## src/rtl/uart_pkg.sv

```systemverilog
// Shared UART definitions: parity modes, framing FSM encoding and the
// bit-period helper used by both the transmitter and the receiver.
package uart_pkg;

  localparam int PAR_NONE = 0;
  localparam int PAR_ODD  = 1;
  localparam int PAR_EVEN = 2;

  typedef enum logic [2:0] {
    ST_IDLE  = 3'd0,
    ST_START = 3'd1,
    ST_DATA  = 3'd2,
    ST_PAR   = 3'd3,
    ST_STOP  = 3'd4
  } uart_state_e;

  // Clock cycles per line bit; integer division, so the line rate rounds up.
  function automatic int baud_cnt_max(input int clk_freq, input int uart_bps);
    return clk_freq / uart_bps;
  endfunction

endpackage

```

## src/rtl/sync_fifo.sv

```systemverilog
// Single-clock FIFO with registered full/empty/level flags. A write into a
// full FIFO succeeds only when a read happens in the same cycle.
module sync_fifo #(
  parameter int WIDTH = 8,
  parameter int DEPTH = 16,
  localparam int AW   = $clog2(DEPTH)
) (
  input  logic             clk_i,
  input  logic             rst_i,
  input  logic             wr_en_i,
  input  logic [WIDTH-1:0] wr_data_i,
  input  logic             rd_en_i,
  output logic [WIDTH-1:0] rd_data_o,
  output logic             full_o,
  output logic             empty_o,
  output logic [AW:0]      level_o
);

  localparam logic [AW:0]   FULL_LVL = (AW + 1)'(DEPTH);
  localparam logic [AW:0]   LVL_ONE  = (AW + 1)'(1);
  localparam logic [AW-1:0] PTR_ONE  = AW'(1);

  logic [WIDTH-1:0] mem_q [DEPTH];
  logic [AW-1:0]    wr_ptr_q, wr_ptr_d;
  logic [AW-1:0]    rd_ptr_q, rd_ptr_d;
  logic [AW:0]      level_q, level_d;
  logic             full_q, full_d;
  logic             empty_q, empty_d;
  logic             do_wr, do_rd;

  always_comb begin
    do_rd    = rd_en_i && !empty_q;
    do_wr    = wr_en_i && (!full_q || do_rd);
    wr_ptr_d = do_wr ? wr_ptr_q + PTR_ONE : wr_ptr_q;
    rd_ptr_d = do_rd ? rd_ptr_q + PTR_ONE : rd_ptr_q;
    level_d  = level_q;
    case ({do_wr, do_rd})
      2'b10:   level_d = level_q + LVL_ONE;
      2'b01:   level_d = level_q - LVL_ONE;
      default: level_d = level_q;
    endcase
    full_d  = (level_d == FULL_LVL);
    empty_d = (level_d == '0);
  end

  always_ff @(posedge clk_i) begin
    if (rst_i) begin
      wr_ptr_q <= '0;
      rd_ptr_q <= '0;
      level_q  <= '0;
      full_q   <= 1'b0;
      empty_q  <= 1'b1;
    end else begin
      wr_ptr_q <= wr_ptr_d;
      rd_ptr_q <= rd_ptr_d;
      level_q  <= level_d;
      full_q   <= full_d;
      empty_q  <= empty_d;
    end
  end

  // Storage carries no reset; the pointers alone define what is valid.
  always_ff @(posedge clk_i) begin
    if (do_wr) mem_q[wr_ptr_q] <= wr_data_i;
  end

  assign rd_data_o = mem_q[rd_ptr_q];
  assign full_o    = full_q;
  assign empty_o   = empty_q;
  assign level_o   = level_q;

endmodule

```

## src/rtl/uart_tx_fifo.sv

```systemverilog
// Buffered UART transmitter: bytes strobed into a FIFO are framed
// (start, 8 data LSB first, optional parity, stop) back-to-back on tx.
module uart_tx_fifo
  import uart_pkg::*;
#(
  parameter int UART_BPS   = 9600,
  parameter int CLK_FREQ   = 50_000_000,
  parameter int FIFO_DEPTH = 16,
  parameter int PARITY     = 0
) (
  input  logic                        sys_clk,
  input  logic                        sys_rst,
  input  logic [7:0]                  pi_data,
  input  logic                        pi_flag,
  output logic                        tx,
  output logic                        busy,
  output logic                        fifo_full,
  output logic                        fifo_empty,
  output logic [$clog2(FIFO_DEPTH):0] fifo_level,
  output logic                        overflow
);

  localparam int BAUD_MAX = baud_cnt_max(CLK_FREQ, UART_BPS);
  localparam int CNT_W    = (BAUD_MAX > 1) ? $clog2(BAUD_MAX) : 1;
  localparam logic [CNT_W-1:0] BAUD_LAST = CNT_W'(BAUD_MAX - 1);
  localparam logic [CNT_W-1:0] CNT_ONE   = CNT_W'(1);

  uart_state_e      state_q, state_d;
  logic [CNT_W-1:0] baud_q, baud_d;
  logic [2:0]       bit_q, bit_d;
  logic [7:0]       data_q, data_d;
  logic             par_q, par_d;
  logic             tx_q, tx_d;
  logic             ovf_q, ovf_d;
  logic             bit_end;
  logic             fifo_rd, fifo_wr;
  logic [7:0]       fifo_rdata;

  sync_fifo #(
    .WIDTH (8),
    .DEPTH (FIFO_DEPTH)
  ) u_fifo (
    .clk_i     (sys_clk),
    .rst_i     (sys_rst),
    .wr_en_i   (fifo_wr),
    .wr_data_i (pi_data),
    .rd_en_i   (fifo_rd),
    .rd_data_o (fifo_rdata),
    .full_o    (fifo_full),
    .empty_o   (fifo_empty),
    .level_o   (fifo_level)
  );

  assign bit_end = (baud_q == BAUD_LAST);

  always_comb begin
    state_d = state_q;
    baud_d  = bit_end ? '0 : baud_q + CNT_ONE;
    bit_d   = bit_q;
    data_d  = data_q;
    par_d   = par_q;
    fifo_rd = 1'b0;
    case (state_q)
      ST_IDLE: begin
        baud_d = '0;
        if (!fifo_empty) begin
          fifo_rd = 1'b1;
          data_d  = fifo_rdata;
          par_d   = (PARITY == PAR_ODD) ? ~^fifo_rdata : ^fifo_rdata;
          state_d = ST_START;
        end
      end
      ST_START: begin
        if (bit_end) begin
          state_d = ST_DATA;
          bit_d   = 3'd0;
        end
      end
      ST_DATA: begin
        if (bit_end) begin
          bit_d = bit_q + 3'd1;
          if (bit_q == 3'd7) state_d = (PARITY != PAR_NONE) ? ST_PAR : ST_STOP;
        end
      end
      ST_PAR: begin
        if (bit_end) state_d = ST_STOP;
      end
      ST_STOP: begin
        if (bit_end) state_d = ST_IDLE;
      end
      default: state_d = ST_IDLE;
    endcase

    // tx is registered from next-state values so the line tracks state_q.
    case (state_d)
      ST_START: tx_d = 1'b0;
      ST_DATA:  tx_d = data_d[bit_d];
      ST_PAR:   tx_d = par_d;
      default:  tx_d = 1'b1;
    endcase

    // A full FIFO still takes a write when the FSM pops in the same cycle.
    fifo_wr = pi_flag && (!fifo_full || fifo_rd);
    ovf_d   = pi_flag && !fifo_wr;
  end

  always_ff @(posedge sys_clk) begin
    if (sys_rst) begin
      state_q <= ST_IDLE;
      baud_q  <= '0;
      bit_q   <= 3'd0;
      data_q  <= 8'd0;
      par_q   <= 1'b0;
      tx_q    <= 1'b1;
      ovf_q   <= 1'b0;
    end else begin
      state_q <= state_d;
      baud_q  <= baud_d;
      bit_q   <= bit_d;
      data_q  <= data_d;
      par_q   <= par_d;
      tx_q    <= tx_d;
      ovf_q   <= ovf_d;
    end
  end

  assign tx       = tx_q;
  assign busy     = (state_q != ST_IDLE);
  assign overflow = ovf_q;

endmodule

```

## config.mk

```make
export PLATFORM = sky130hd
export DESIGN_NAME = uart_tx_fifo
export DESIGN_NICKNAME = d
export VERILOG_FILES = /design/src/rtl/uart_pkg.sv /design/src/rtl/sync_fifo.sv /design/src/rtl/uart_tx_fifo.sv
export SDC_FILE = /design/constraint.sdc
export NUM_CORES = 1
export LEC_CHECK = 0
export BUFFER_PORTS_ARGS = -buffer_cell sky130_fd_sc_hd__buf_2
export CAP_MARGIN = 20
export CELL_PAD_IN_SITES_DETAIL_PLACEMENT = 1
export CELL_PAD_IN_SITES_GLOBAL_PLACEMENT = 1
export CORE_MARGIN = 4
export CORE_UTILIZATION = 47
export CTS_CLUSTER_DIAMETER = 60
export DETAILED_ROUTE_END_ITERATION = 16
export GPL_ROUTABILITY_DRIVEN = 0
export PLACE_DENSITY = 0.8
export SLEW_MARGIN = 5
export SYNTH_ARGS = -nofsm -noshare
export SYNTH_HDL_FRONTEND = slang
export SYNTH_SLANG_ARGS = --single-unit
```

## constraint.sdc

```tcl
create_clock -name sys_clk -period 3.3 [get_ports sys_clk]
set_clock_uncertainty 0.05 [all_clocks]
set_input_delay 0.66 -clock sys_clk [delete_from_list [all_inputs] [get_ports sys_clk]]
set_output_delay 0.66 -clock sys_clk [all_outputs]
set_load 0.05 [all_outputs]
```

==> run_results.csv <==
group,metric,value,unit
timing,tightest_slew,0.7117,ns
grt,gr-total-overflow,0,
yosys,ys_types,62,
grt,grt_pass1_wl,26160,um
final_layout,fill_cells,1470,
worst_setup_path,critPathArrivalTime,3.46,ns
grt,grt.total_usage,19.38,%
worst_setup_path,cpLargestDelayFamily,"simple AND/OR/NAND/NOR gates",
timing,setup_slack,0.1628,ns
timing,finalCritPeriodShare,95.07,%
final_layout,final_common_cell,"edfxtp_1",
worst_setup_path,crit_slowest_cell,"dfxtp_1",
timing,worst_hold_slack,0.4040,ns
timing,setup_viol,0,
detailed_routing,detail_route.first_pass.iterations,5,
timing,relSlewSlack,52.49,%
final_layout,syn_to_final_growth,13.65,%
worst_setup_path,slowest_delay,0.39,ns
timing,hold_viol,0,
worst_setup_path,cp-end-kind,"register",
status,status,"finished clean",
place,dpl.hpwl,10780,um
detailed_routing,wl_per_cell,21.10,um
clock_network,cts_sinks,177,
grt,grt_max_degree,31,
yosys,synth_sequential_area_ratio,64.97,%
timing,period_minus_slack,3.137,ns
detailed_routing,ant_nets,0,
yosys,synthTopCellsByArea,"edfxtp_1 (52%), dfxtp_1 (13%), mux4_2 (9.4%)",
worst_setup_path,cp_max_fo,8,
clock_network,htreeDepth,4,
detailed_routing,drt_iter0_drc,319,
yosys,synth_cells,496,
final_layout,layout_common_cells,"edfxtp_1 (128), nor2_1 (58), dfxtp_1 (49), mux4_2 (31), buf_4 (30)",
detailed_routing,vias,4274,
detailed_routing,vias_per_cell,5.587,
worst_setup_path,path_cells,"or3_4, or2_1, a21boi_4, inv_1, ha_2, xor2_1, ha_2, o31ai_1, a21oi_1, o21a_1, nor2_1, xnor2_1, nor2_1, a21oi_1",
yosys,synth_area_leader_cell,"edfxtp_1",
worst_setup_path,start_kind,"register",
clock_network,clk_pin_slew_worst_paths,0.07,ns
final_layout,num_antenna_cells,0,
pwr,power.total,6050,uW
yosys,avgSynthCellArea,14.97,um^2
yosys,ys_ff_latch,177,
place,port_buffers,20,
floorplan,die_y,133.7,um
clock_network,cts_resized,0,
pwr,ir_drop,0.4050,mV
worst_setup_path,critical_path_class,"register to register",
place,pre_cts_slack,0.1830,ns
floorplan,rows,45,
grt,antenna_found_initial,0,
worst_setup_path,cp_num_buf_inv,1,
yosys,yosysTopAreaCellShare,51.76,%
detailed_routing,drc,0,
final_layout,drive_gt1_share,23.29,%
clock_network,cts_buffers,17,
worst_setup_path,required,3.62,ns
floorplan,die_x,133.7,um
grt,grt_pass1_vias,4675,
yosys,synth_warnings,0,
yosys,synth_ff_type,"edfxtp_1",
clock_network,cts_tree,"yes",
worst_hold_path,hold_class,"register to register",
clock_network,cts_hold_buffers,0,
yosys,synthArstFlopShare,0,%
clock_network,cts_root_buffer,"clkbuf_16",
timing,max_freq,0.3188,GHz
clock_network,cts_setup_buffers,0,
floorplan,io_pins,21,
yosys,synth_edf_count,128,
pwr,power.density,716.8,nW/um^2
timing,report.final.slew_viol_count,0,
yosys,synth.net_count,519,
floorplan,core,15310,um^2
clock_network,clockBufferDepth,2,
clock_network,clkLatencyLatePin,0.43,ns
floorplan,fp.dieArea,17870,um^2
yosys,synth_area,7426,um^2
floorplan,start_util,48.49,%
pwr,p_leak,0.002875,uW
final_layout,fin_nets,564,
detailed_routing,wl,16140,um
run,cap_violations,0,
## final cells by class
cell class | count | area (um^2) | area share [%]
timing repair buffer | 50 | 325.3 | 3.855
multi-input combinational | 285 | 2411 | 28.57
clock buffer | 18 | 429.2 | 5.085
clock inverter | 14 | 142.6 | 1.690
sequential | 177 | 4825 | 57.17
inverter | 10 | 42.54 | 0.5041
tap | 211 | 264.0 | 3.128
## layer usage
layer / track usage [%] / vias to the layer above / part of all wire, %
li1: - / 1972 / -
met1: 24.36 / 2206 / 41
met2: 33.35 / 75 / 53
met3: 4.494 / 21 / 4.1
met4: 6.286 / 0 / 1.7
met5: 0 / - / 0
## worst reg2reg max path: stages (launching register included)
cell      delay (ns)
dfxtp_1         0.39
or3_4           0.39
or2_1           0.31
a21boi_4        0.18
inv_1           0.09
ha_2            0.23
xor2_1          0.18
ha_2            0.22
o31ai_1         0.28
a21oi_1         0.12
o21a_1          0.17
nor2_1          0.11
xnor2_1         0.16
nor2_1          0.08
a21oi_1         0.12
## power by group
| part | total [uW] | switching (uW) | leakage, uW | internal, uW |
|---|---|---|---|---|
| Clock | 1960 | 892 | 0.000284 | 1070 |
| Sequential | 2620 | 107 | 0.00156 | 2520 |
| Combinational | 1470 | 837 | 0.00104 | 630 |
## path summary, 6_finish.rpt
path | from | to | slack [ns] | cells after the start
min reg2reg | data_q[0] | data_q[0] | 0.40 | 2
min | data_q[0] | data_q[0] | 0.40 | 2
max reg2reg | state_q[2] | u_fifo.empty_o | 0.16 | 14
max | state_q[2] | u_fifo.empty_o | 0.16 | 14
## kinds of logic (layout without fill, tap and decap cells)
group / after synthesis / count (layout) / synth area share [%]
compound gates: 58 / 58 / 5.308
xor+xnor: 29 / 29 / 3.606
fa+ha+maj: 12 / 12 / 2.022
buf+inv: 34 / 92 / 2.814
flops: 177 / 177 / 64.97
mux: 48 / 48 / 12.17
simple gates: 138 / 138 / 9.116
## flip-flops by register name (all words and copies together), names as in the netlist, named ones only
register,cells
baud_q,13
bit_q,3
data_q,8
overflow,1
par_q,1
state_q,3
tx,1
u_fifo.empty_o,1
u_fifo.full_o,1
u_fifo.level_o,5
u_fifo.mem_q,128
u_fifo.rd_ptr_q,4
u_fifo.wr_ptr_q,4
## metrics by stage
stage | util, % | cell area, um^2 | cells | setup TNS (ns)
after floorplan | - | 7436 | 496 | 0
after global placement | 51.32 | 7859 | 733 | 0
after detailed placement | 51.32 | 7859 | 733 | 0
after CTS | 55.05 | 8431 | 765 | 0
after global routing | 55.11 | 8439 | 765 | -0.001652
final | 55.11 | 8439 | 765 | 0
## cell usage after synthesis (all sizes together), types with 10 or more instances
cell type,n
buf,14
nand2,29
mux4,32
dfxtp,49
xor2,16
clkbuf,10
a21oi,23
xnor2,12
mux2i,14
edfxtp,128
nor2,58
ha,12
(Power assumes the default switching activity.)
